==> src/rtl/rare_cone_monitor.sv <==
// rare_cone_monitor
//   Multi-channel activation monitor built from CH copies of a registered NAND/NOR cone.
//   Each channel samples its six inputs through a STAGES-deep flop pipeline, evaluates
//   v = (a & ~(b & c)) & (~(d | e) & f) on the last stage, registers ~v as cone_n, and
//   counts activations in a saturating counter. A small FSM raises a sticky trigger once
//   any channel's count reaches THRESH.
// Ports
//   mon_clk   rising-edge clock
//   mon_rst   asynchronous active-low reset
//   en        enables counting and arming (IDLE -> RUN)
//   clr       synchronous clear of counters, hit, trig_ch and FSM
//   a..f      cone inputs, bit i belongs to channel i
//   cone_n    registered inverted cone value per channel
//   cnt       channel i count at [i*CNT_W +: CNT_W]
//   hit       sticky per-channel "count reached THRESH"
//   trig      high while the FSM is in TRIG
//   trig_ch   lowest channel that caused the trigger
//   state     00 IDLE, 01 RUN, 10 TRIG
module rare_cone_monitor #(
    parameter int unsigned CH     = 4,
    parameter int unsigned STAGES = 2,
    parameter int unsigned CNT_W  = 8,
    parameter int unsigned THRESH = 16,
    localparam int unsigned TCW   = (CH > 1) ? $clog2(CH) : 1
) (
    input  logic                  mon_clk,
    input  logic                  mon_rst,
    input  logic                  en,
    input  logic                  clr,
    input  logic [CH-1:0]         a,
    input  logic [CH-1:0]         b,
    input  logic [CH-1:0]         c,
    input  logic [CH-1:0]         d,
    input  logic [CH-1:0]         e,
    input  logic [CH-1:0]         f,
    output logic [CH-1:0]         cone_n,
    output logic [CH*CNT_W-1:0]   cnt,
    output logic [CH-1:0]         hit,
    output logic                  trig,
    output logic [TCW-1:0]        trig_ch,
    output logic [1:0]            state
);

    typedef enum logic [1:0] {
        StIdle = 2'b00,
        StRun  = 2'b01,
        StTrig = 2'b10
    } state_e;

    localparam logic [CNT_W-1:0] CntMax    = '1;
    localparam logic [CNT_W-1:0] ThreshVal = CNT_W'(THRESH);

    // Input pipeline: all six signals of every channel travel together, stage 0 first.
    logic [STAGES-1:0][6*CH-1:0] pipe_q;
    logic [6*CH-1:0]             last;
    logic [CH-1:0]               v;

    logic [CH-1:0]               cone_n_q;
    logic [CH-1:0][CNT_W-1:0]    cnt_q, cnt_d;
    logic [CH-1:0]               hit_q, hit_d;
    logic [CH-1:0]               new_hit;
    logic [TCW-1:0]              first_ch;
    logic [TCW-1:0]              trig_ch_q, trig_ch_d;
    state_e                      state_q, state_d;
    logic                        count_ok;

    always_ff @(posedge mon_clk or negedge mon_rst) begin
        if (!mon_rst) begin
            pipe_q <= '0;
        end else begin
            pipe_q[0] <= {f, e, d, c, b, a};
            for (int s = 1; s < int'(STAGES); s++) begin
                pipe_q[s] <= pipe_q[s-1];
            end
        end
    end

    assign last = pipe_q[STAGES-1];
    assign v    = last[0*CH +: CH] & ~(last[1*CH +: CH] & last[2*CH +: CH])
                & ~(last[3*CH +: CH] | last[4*CH +: CH]) & last[5*CH +: CH];

    // Counting is only live once armed; the IDLE->RUN edge itself never counts.
    assign count_ok = en && ((state_q == StRun) || (state_q == StTrig));

    always_comb begin
        cnt_d     = cnt_q;
        hit_d     = hit_q;
        state_d   = state_q;
        trig_ch_d = trig_ch_q;
        first_ch  = '0;

        for (int i = 0; i < int'(CH); i++) begin
            if (count_ok && v[i] && (cnt_q[i] != CntMax)) begin
                cnt_d[i] = cnt_q[i] + CNT_W'(1);
            end
            if (cnt_d[i] >= ThreshVal) begin
                hit_d[i] = 1'b1;
            end
        end

        new_hit = hit_d & ~hit_q;
        // Descending scan so the lowest newly-hit channel wins.
        for (int i = int'(CH) - 1; i >= 0; i--) begin
            if (new_hit[i]) begin
                first_ch = TCW'(i);
            end
        end

        case (state_q)
            StIdle: begin
                if (en) state_d = StRun;
            end
            StRun: begin
                if (|new_hit) begin
                    state_d   = StTrig;
                    trig_ch_d = first_ch;
                end else if (!en) begin
                    state_d = StIdle;
                end
            end
            StTrig: begin
                state_d = StTrig;
            end
            default: state_d = StIdle;
        endcase

        // Clear drops any same-edge increment, hit or trigger.
        if (clr) begin
            cnt_d     = '0;
            hit_d     = '0;
            trig_ch_d = '0;
            state_d   = StIdle;
        end
    end

    always_ff @(posedge mon_clk or negedge mon_rst) begin
        if (!mon_rst) begin
            cone_n_q  <= '0;
            cnt_q     <= '0;
            hit_q     <= '0;
            trig_ch_q <= '0;
            state_q   <= StIdle;
        end else begin
            cone_n_q  <= ~v;
            cnt_q     <= cnt_d;
            hit_q     <= hit_d;
            trig_ch_q <= trig_ch_d;
            state_q   <= state_d;
        end
    end

    assign cone_n  = cone_n_q;
    assign cnt     = cnt_q;
    assign hit     = hit_q;
    assign trig    = (state_q == StTrig);
    assign trig_ch = trig_ch_q;
    assign state   = state_q;

endmodule

==> config.mk <==
export PLATFORM = sky130hd
export DESIGN_NAME = rare_cone_monitor
export DESIGN_NICKNAME = d
export VERILOG_FILES = /design/src/rtl/rare_cone_monitor.sv
export SDC_FILE = /design/constraint.sdc
export NUM_CORES = 1
export LEC_CHECK = 0
export BUFFER_PORTS_ARGS = -buffer_cell sky130_fd_sc_hd__buf_2
export CAP_MARGIN = 20
export CORE_UTILIZATION = 55
export CTS_CLUSTER_DIAMETER = 100
export DETAILED_ROUTE_END_ITERATION = 16
export HOLD_SLACK_MARGIN = 0.1
export PLACE_DENSITY = 0.8
export SYNTH_ARGS = -nofsm -noshare
export SYNTH_HDL_FRONTEND = slang
export SYNTH_SLANG_ARGS = --single-unit
==> constraint.sdc <==
create_clock -name mon_clk -period 5.3 [get_ports mon_clk]
set_input_delay 0.265 -clock mon_clk [delete_from_list [all_inputs] [get_ports mon_clk]]
set_output_delay 0.265 -clock mon_clk [all_outputs]
set_load 0.05 [all_outputs]
# --- After elaboration in Yosys (flattened, before gate mapping) ---
# Cells that the tools add are included.
classes:
  div_mod_pow: 0
  muxes: 22
  n_addsub: 4
  shift: 0
  n_lt_le_gt_ge: 4
  multipliers: 0
  eq_ne: 8
  bitwise: 10
  reduce_logical: 16
ops:
  columns: ["cell", "n"]
  rows:
  - ["$add 8x1->8 const B", 4]
  - ["$ge 8x5->1 const B", 4]
  - ["$mux 32", 1]
  - ["$mux 8", 4]
  - ["$ne 8x8->1 const B", 4]
  - ["$mux 2", 11]
  - ["$and 4x4->4", 5]
  - ["$not 4->4", 4]
  - ["$logic_and 1x1->1", 9]
  - ["$pmux 2 s3", 1]
  - ["$mux 1", 4]
  - ["$mux 4", 1]
  - ["$ne 4x3->1 const B", 1]
  - ["$or 4x4->4", 1]
  - ["$reduce_and 2->1", 2]
  - ["$reduce_bool 2->1", 2]
  - ["$reduce_or 4->1", 1]
  - ["$ne 3x3->1 const B", 1]
  - ["$eq 2x1->1 const B", 1]
  - ["$eq 2x2->1 const B", 1]
  - ["$logic_not 2->1", 1]
  - ["$logic_or 1x1->1", 1]
word_totals:
  ff_bits: 92
  word_cells: 74
  ram_bits: 0
  mem_bits_ro: 0
  latchBits: 0
  mem_count: 0
  out_inout_bits: 45

# --- Logic depth before layout (Yosys ltp) ---
depth:
  word_depth: 18
  ltp_mapped: 10

# --- Least setup slack after synthesis ---
# No wires, ideal clock.
synth_path:
  kind: "flip-flop to flip-flop"
  start: "register state_q[1], in the netlist state[1]"
  end: "register state_q[0], in the netlist state[0]"
  arrival_time_ns: 2.751
  setup_time_ns: 0.127
  t_required_ns: 5.173
  synth_period_minus_slack_ns: 2.878
  n_path_buf: 0
  path_stages_with_launch: 11
  path_slack_ns: 2.422
  path_cell_list: "dfrtp_1 -> inv_1 -> ha_1 -> and2_4 -> nand3_1 -> nor3_1 -> mux2i_1 -> a41oi_2 -> a2111oi_4 -> a31oi_1 -> mux2i_1"
synth_via:
  elab_chain_len: 13
  word_cells_on_any_way: 33
  cone_classes: "4 x order compare; 4 x eq/ne; 11 x mux; 1 x bitwise; 13 x reduce/logical"
synth_rtl:
  columns: ["item", "line_no", "text"]
  rows:
  - ["start: declaration", "64", "state_e state_q, state_d;"]
  - ["start signal: assignment", "142", "state_q <= StIdle;"]
  - ["start signal: assignment", "148", "state_q <= state_d;"]
  - ["$eq 2x1->1 / $eq 2x2->1 (equally long branches)", "83, 109", null]
  - ["$logic_or 1x1->1", "83", "assign count_ok = en && ((state_q == StRun) || (state_q == StTrig));"]
  - ["$logic_and 1x1->1", "83", null]
  - ["$logic_and 1x1->1 (2 in series)", "93", "if (count_ok && v[i] && (cnt_q[i] != CntMax)) begin"]
  - ["$mux 8", "93", null]
  - ["$ge 8x5->1", "96", "if (cnt_d[i] >= ThreshVal) begin"]
  - ["$mux 1", "96", null]
  - ["$and 4x4->4", "101", "new_hit = hit_d & ~hit_q;"]
  - ["$reduce_or 4->1", "114", "if (|new_hit) begin"]
  - ["$mux 2", "114", null]
  - ["$pmux 2 s3", "109", "case (state_q)"]
  - ["$mux 2", "128", "if (clr) begin"]
# Parallel ways exist; a longest one is shown, timed or not.
# A chain may end at the register's enable or synchronous reset.

# --- Final worst setup path ---
# Same ends and word-level chain as after synthesis.

==> results.py <==
metrics = {
    "power": {
        "leakagePower_nw": 2.13,
        "powerDensity_nw_per_um2": 277,
        "peakVddDrop_mv": 0.197,
    },
    "timing": {
        "worst_pin_slew_ps": 726,
        "max_slew_margin": 0.516,
        "maxSlewViolCount": 0,
        "post-route-min-period_ps": 2810,
        "rsz0062_at_grt": "no",
        "fin_crit_sh": 0.529,
        "skew_ps": 8.18,
        "setup_tns_ps": 0,
        "setup_viol": 0,
        "clock.fmax_ghz": 0.356,
        "finalHoldViolCount": 0,
    },
    "detailed_routing": {
        "firstDrtPassIters": 4,
        "drtIter0Drc": 170,
        "drt-total-wl_mm": 6.88,
        "dr_total_vias": 2538,
        "viasPerCell": 5.23,
        "drc_errors": 0,
        "wl_per_cell_microns": 14.2,
        "final_antenna_net_count": 0,
    },
    "floorplanning": {
        "die_h_microns": 83.0,
        "io_pins": 73,
        "start_util": 0.569,
        "dieArea_sq_um": 6900,
        "core_sq_um": 6350,
        "row_count": 29,
        "die_w_microns": 83.0,
    },
    "worst_hold_path": {
        "hp-class": "in -> reg",
    },
    "clock_network": {
        "clkTransAtPathRegs_ps": 90,
        "clock_latency_ps": 360,
        "cts_buffer_depth": 2,
        "cts_tree": "done",
        "cts_resized": 0,
        "numCtsBuffers": 9,
        "cts.sinks": 92,
        "cts_root_buf": "clkbuf_8",
        "htree_levels": 3,
    },
    "synth": {
        "yosys_register_bits": 92,
        "yosysSeqAreaShare": 0.637,
        "syn_area_sq_um": 3610,
        "yosys_warnings": 0,
        "synth_top_area_share": 0.637,
        "synth_common_cells": "dfrtp_1 (92), nor2_1 (49), nand2_1 (25)",
        "synth-edff-count": 0,
        "yosysMostFrequentCell": "dfrtp_1",
        "synthCells": 298,
        "synth_top_cell_by_area": "dfrtp_1",
        "dominantRegCellSynth": "dfrtp_1",
        "syn_area_per_cell_sq_um": 12.1,
        "syn-num-nets": 334,
        "synthTopCellsByArea": "dfrtp_1 (64%), nor2_1 (5.1%), mux2i_1 (3.3%)",
        "yosysUniqueCellTypes": 38,
        "ys_async_sr_fraction": 1.00,
    },
    "worst_setup_path": {
        "end_kind": "flip-flop",
        "critPathKind": "reg -> reg",
        "crit_fanout": 6,
        "arrival_ps": 3050,
        "setup.worst_path.start_class": "flip-flop",
        "required_ps": 5550,
    },
    "placed_design": {
        "gp_congestion": 0.825,
        "io_buffers": 72,
        "hpwl_mm": 4.57,
    },
    "final_layout": {
        "fin_nets": 439,
        "fillCellCount": 461,
        "diodes": 0,
        "finish.utilization": 0.711,
        "drive_above_1_share": 0.250,
        "area_growth_pct": 25.0,
    },
    "run_status": {
        "status": "finished clean",
    },
    "global_route": {
        "grt_overflow": 0,
        "grt_first_pass_wirelength_mm": 11.6,
        "grt_antenna_before_repair": 0,
        "track_usage": 0.219,
        "grt_pass1_vias": 2498,
        "grt_start_max_net_pins": 93,
    },
    "flow_run": {
        "maxCapViolCount": 0,
    },
}
-- final timing paths --
| check | from | endpoint | slack [ps] | depth (start not counted) |
|---|---|---|---|---|
| hold / removal | en | state[0] | 280 | 3 |
| setup / recovery | state[1] | state[0] | 2490 | 10 |
| setup reg to reg | state[1] | state[0] | 2490 | 10 |
| hold reg to reg | pipe_q[2] | last[2] | 350 | 0 |
| min in group asynchronous | mon_rst | cnt[30] | 310 | 2 |
| max in group asynchronous | mon_rst | cnt[12] | 4370 | 3 |
-- per-stage QoR --
step                setup WS [ps]  hold slack, ps  instance area, sq um  power (mW)  instances
floorplan                    2420           -30.6                  3610       0.775        298
global placement             2680             331                  4060       0.807        443
detailed placement           2520             335                  4060       0.810        443
CTS                          2510             143                  4480        1.26        483
global route                 2250             289                  4520        1.30        485
finish                       2490             280                  4520        1.25        485
-- power by group --
| group | leakage (nW) | internal (mW) | switching [mW] |
|---|---|---|---|
| Combinational | 0.881 | 0.0335 | 0.0493 |
| Clock | 0.0974 | 0.188 | 0.250 |
| Sequential | 1.15 | 0.722 | 0.00697 |
| Total | 2.13 | 0.943 | 0.306 |
-- layer usage --
metal | wire length (microns) | part of all wire | vias to the layer above | global-route usage
li1 | - | - | 1234 | -
met1 | 2950 | 0.43 | 1219 | 0.281
met2 | 3480 | 0.51 | 74 | 0.356
met3 | 341 | 0.050 | 11 | 0.0616
met4 | 110 | 0.016 | 0 | 0.0831
met5 | 0 | 0 | - | 0
-- repair_timing --
item,CTS,global route
hold endpoints to repair,24,16
setup buffers,0,0
hold buffers,24,1
-- worst max-delay path: stages, from the launching register on --
cell	delay, ps
dfrtp_1	420
inv_1	110
ha_1	300
and2_4	170
nand3_1	170
nor3_1	260
mux2i_1	350
a41oi_2	230
a2111oi_4	380
a31oi_1	160
mux2i_1	140
-- area by class of cell --
cell class | count | area [sq um] | share of cell area
Inverter | 9 | 33.8 | 0.00748
Sequential cell | 92 | 2300 | 0.510
Multi-Input combinational cell | 193 | 1260 | 0.279
Tap cell | 77 | 96.3 | 0.0213
Clock inverter | 6 | 45.0 | 0.00997
Timing Repair Buffer | 98 | 641 | 0.142
Clock buffer | 10 | 138 | 0.0305
-- cells by family (layout without fill, tap and decap cells) --
group / count (synthesis) / count (layout) / share of synthesized area
AOI/OAI and AO/OA: 21 / 21 / 0.0537
xor gates and xnor gates: 18 / 18 / 0.0436
adders and majority gates: 8 / 8 / 0.0277
buffers and inverters: 13 / 123 / 0.0135
DFF: 92 / 92 / 0.637
muxes: 13 / 13 / 0.0371
and+or+nand+nor: 133 / 133 / 0.187
-- state kept, by name (all words and copies together), names as in the netlist --
name	count
hit	4
last	24
state	2
cone_n	4
cnt	32
pipe_q	24
trig_ch	2
-- placed cells by master (no fill, tap or decap), types with 2 or more instances in the layout --
cell type | synthesis | layout
dfrtp_1 | 92 | 92
buf_2 | 0 | 71
nor2_1 | 49 | 49
nand2_1 | 25 | 25
dlygate4sd3_1 | 0 | 25
nand4_1 | 13 | 13
mux2i_1 | 12 | 12
nand3_1 | 11 | 11
nor3_1 | 11 | 11
xnor2_1 | 11 | 11
clkbuf_8 | 0 | 10
inv_1 | 9 | 9
ha_1 | 8 | 8
xor2_1 | 7 | 7
nand2b_1 | 6 | 6
a21oi_1 | 5 | 5
and3_1 | 4 | 4
and4bb_1 | 3 | 3
o21ai_0 | 3 | 3
o21a_1 | 3 | 3
a41oi_2 | 3 | 3
inv_6 | 0 | 3
nor4_2 | 2 | 2
clkinv_2 | 0 | 2
No activity file was read; power rests on OpenSTA's default activity.
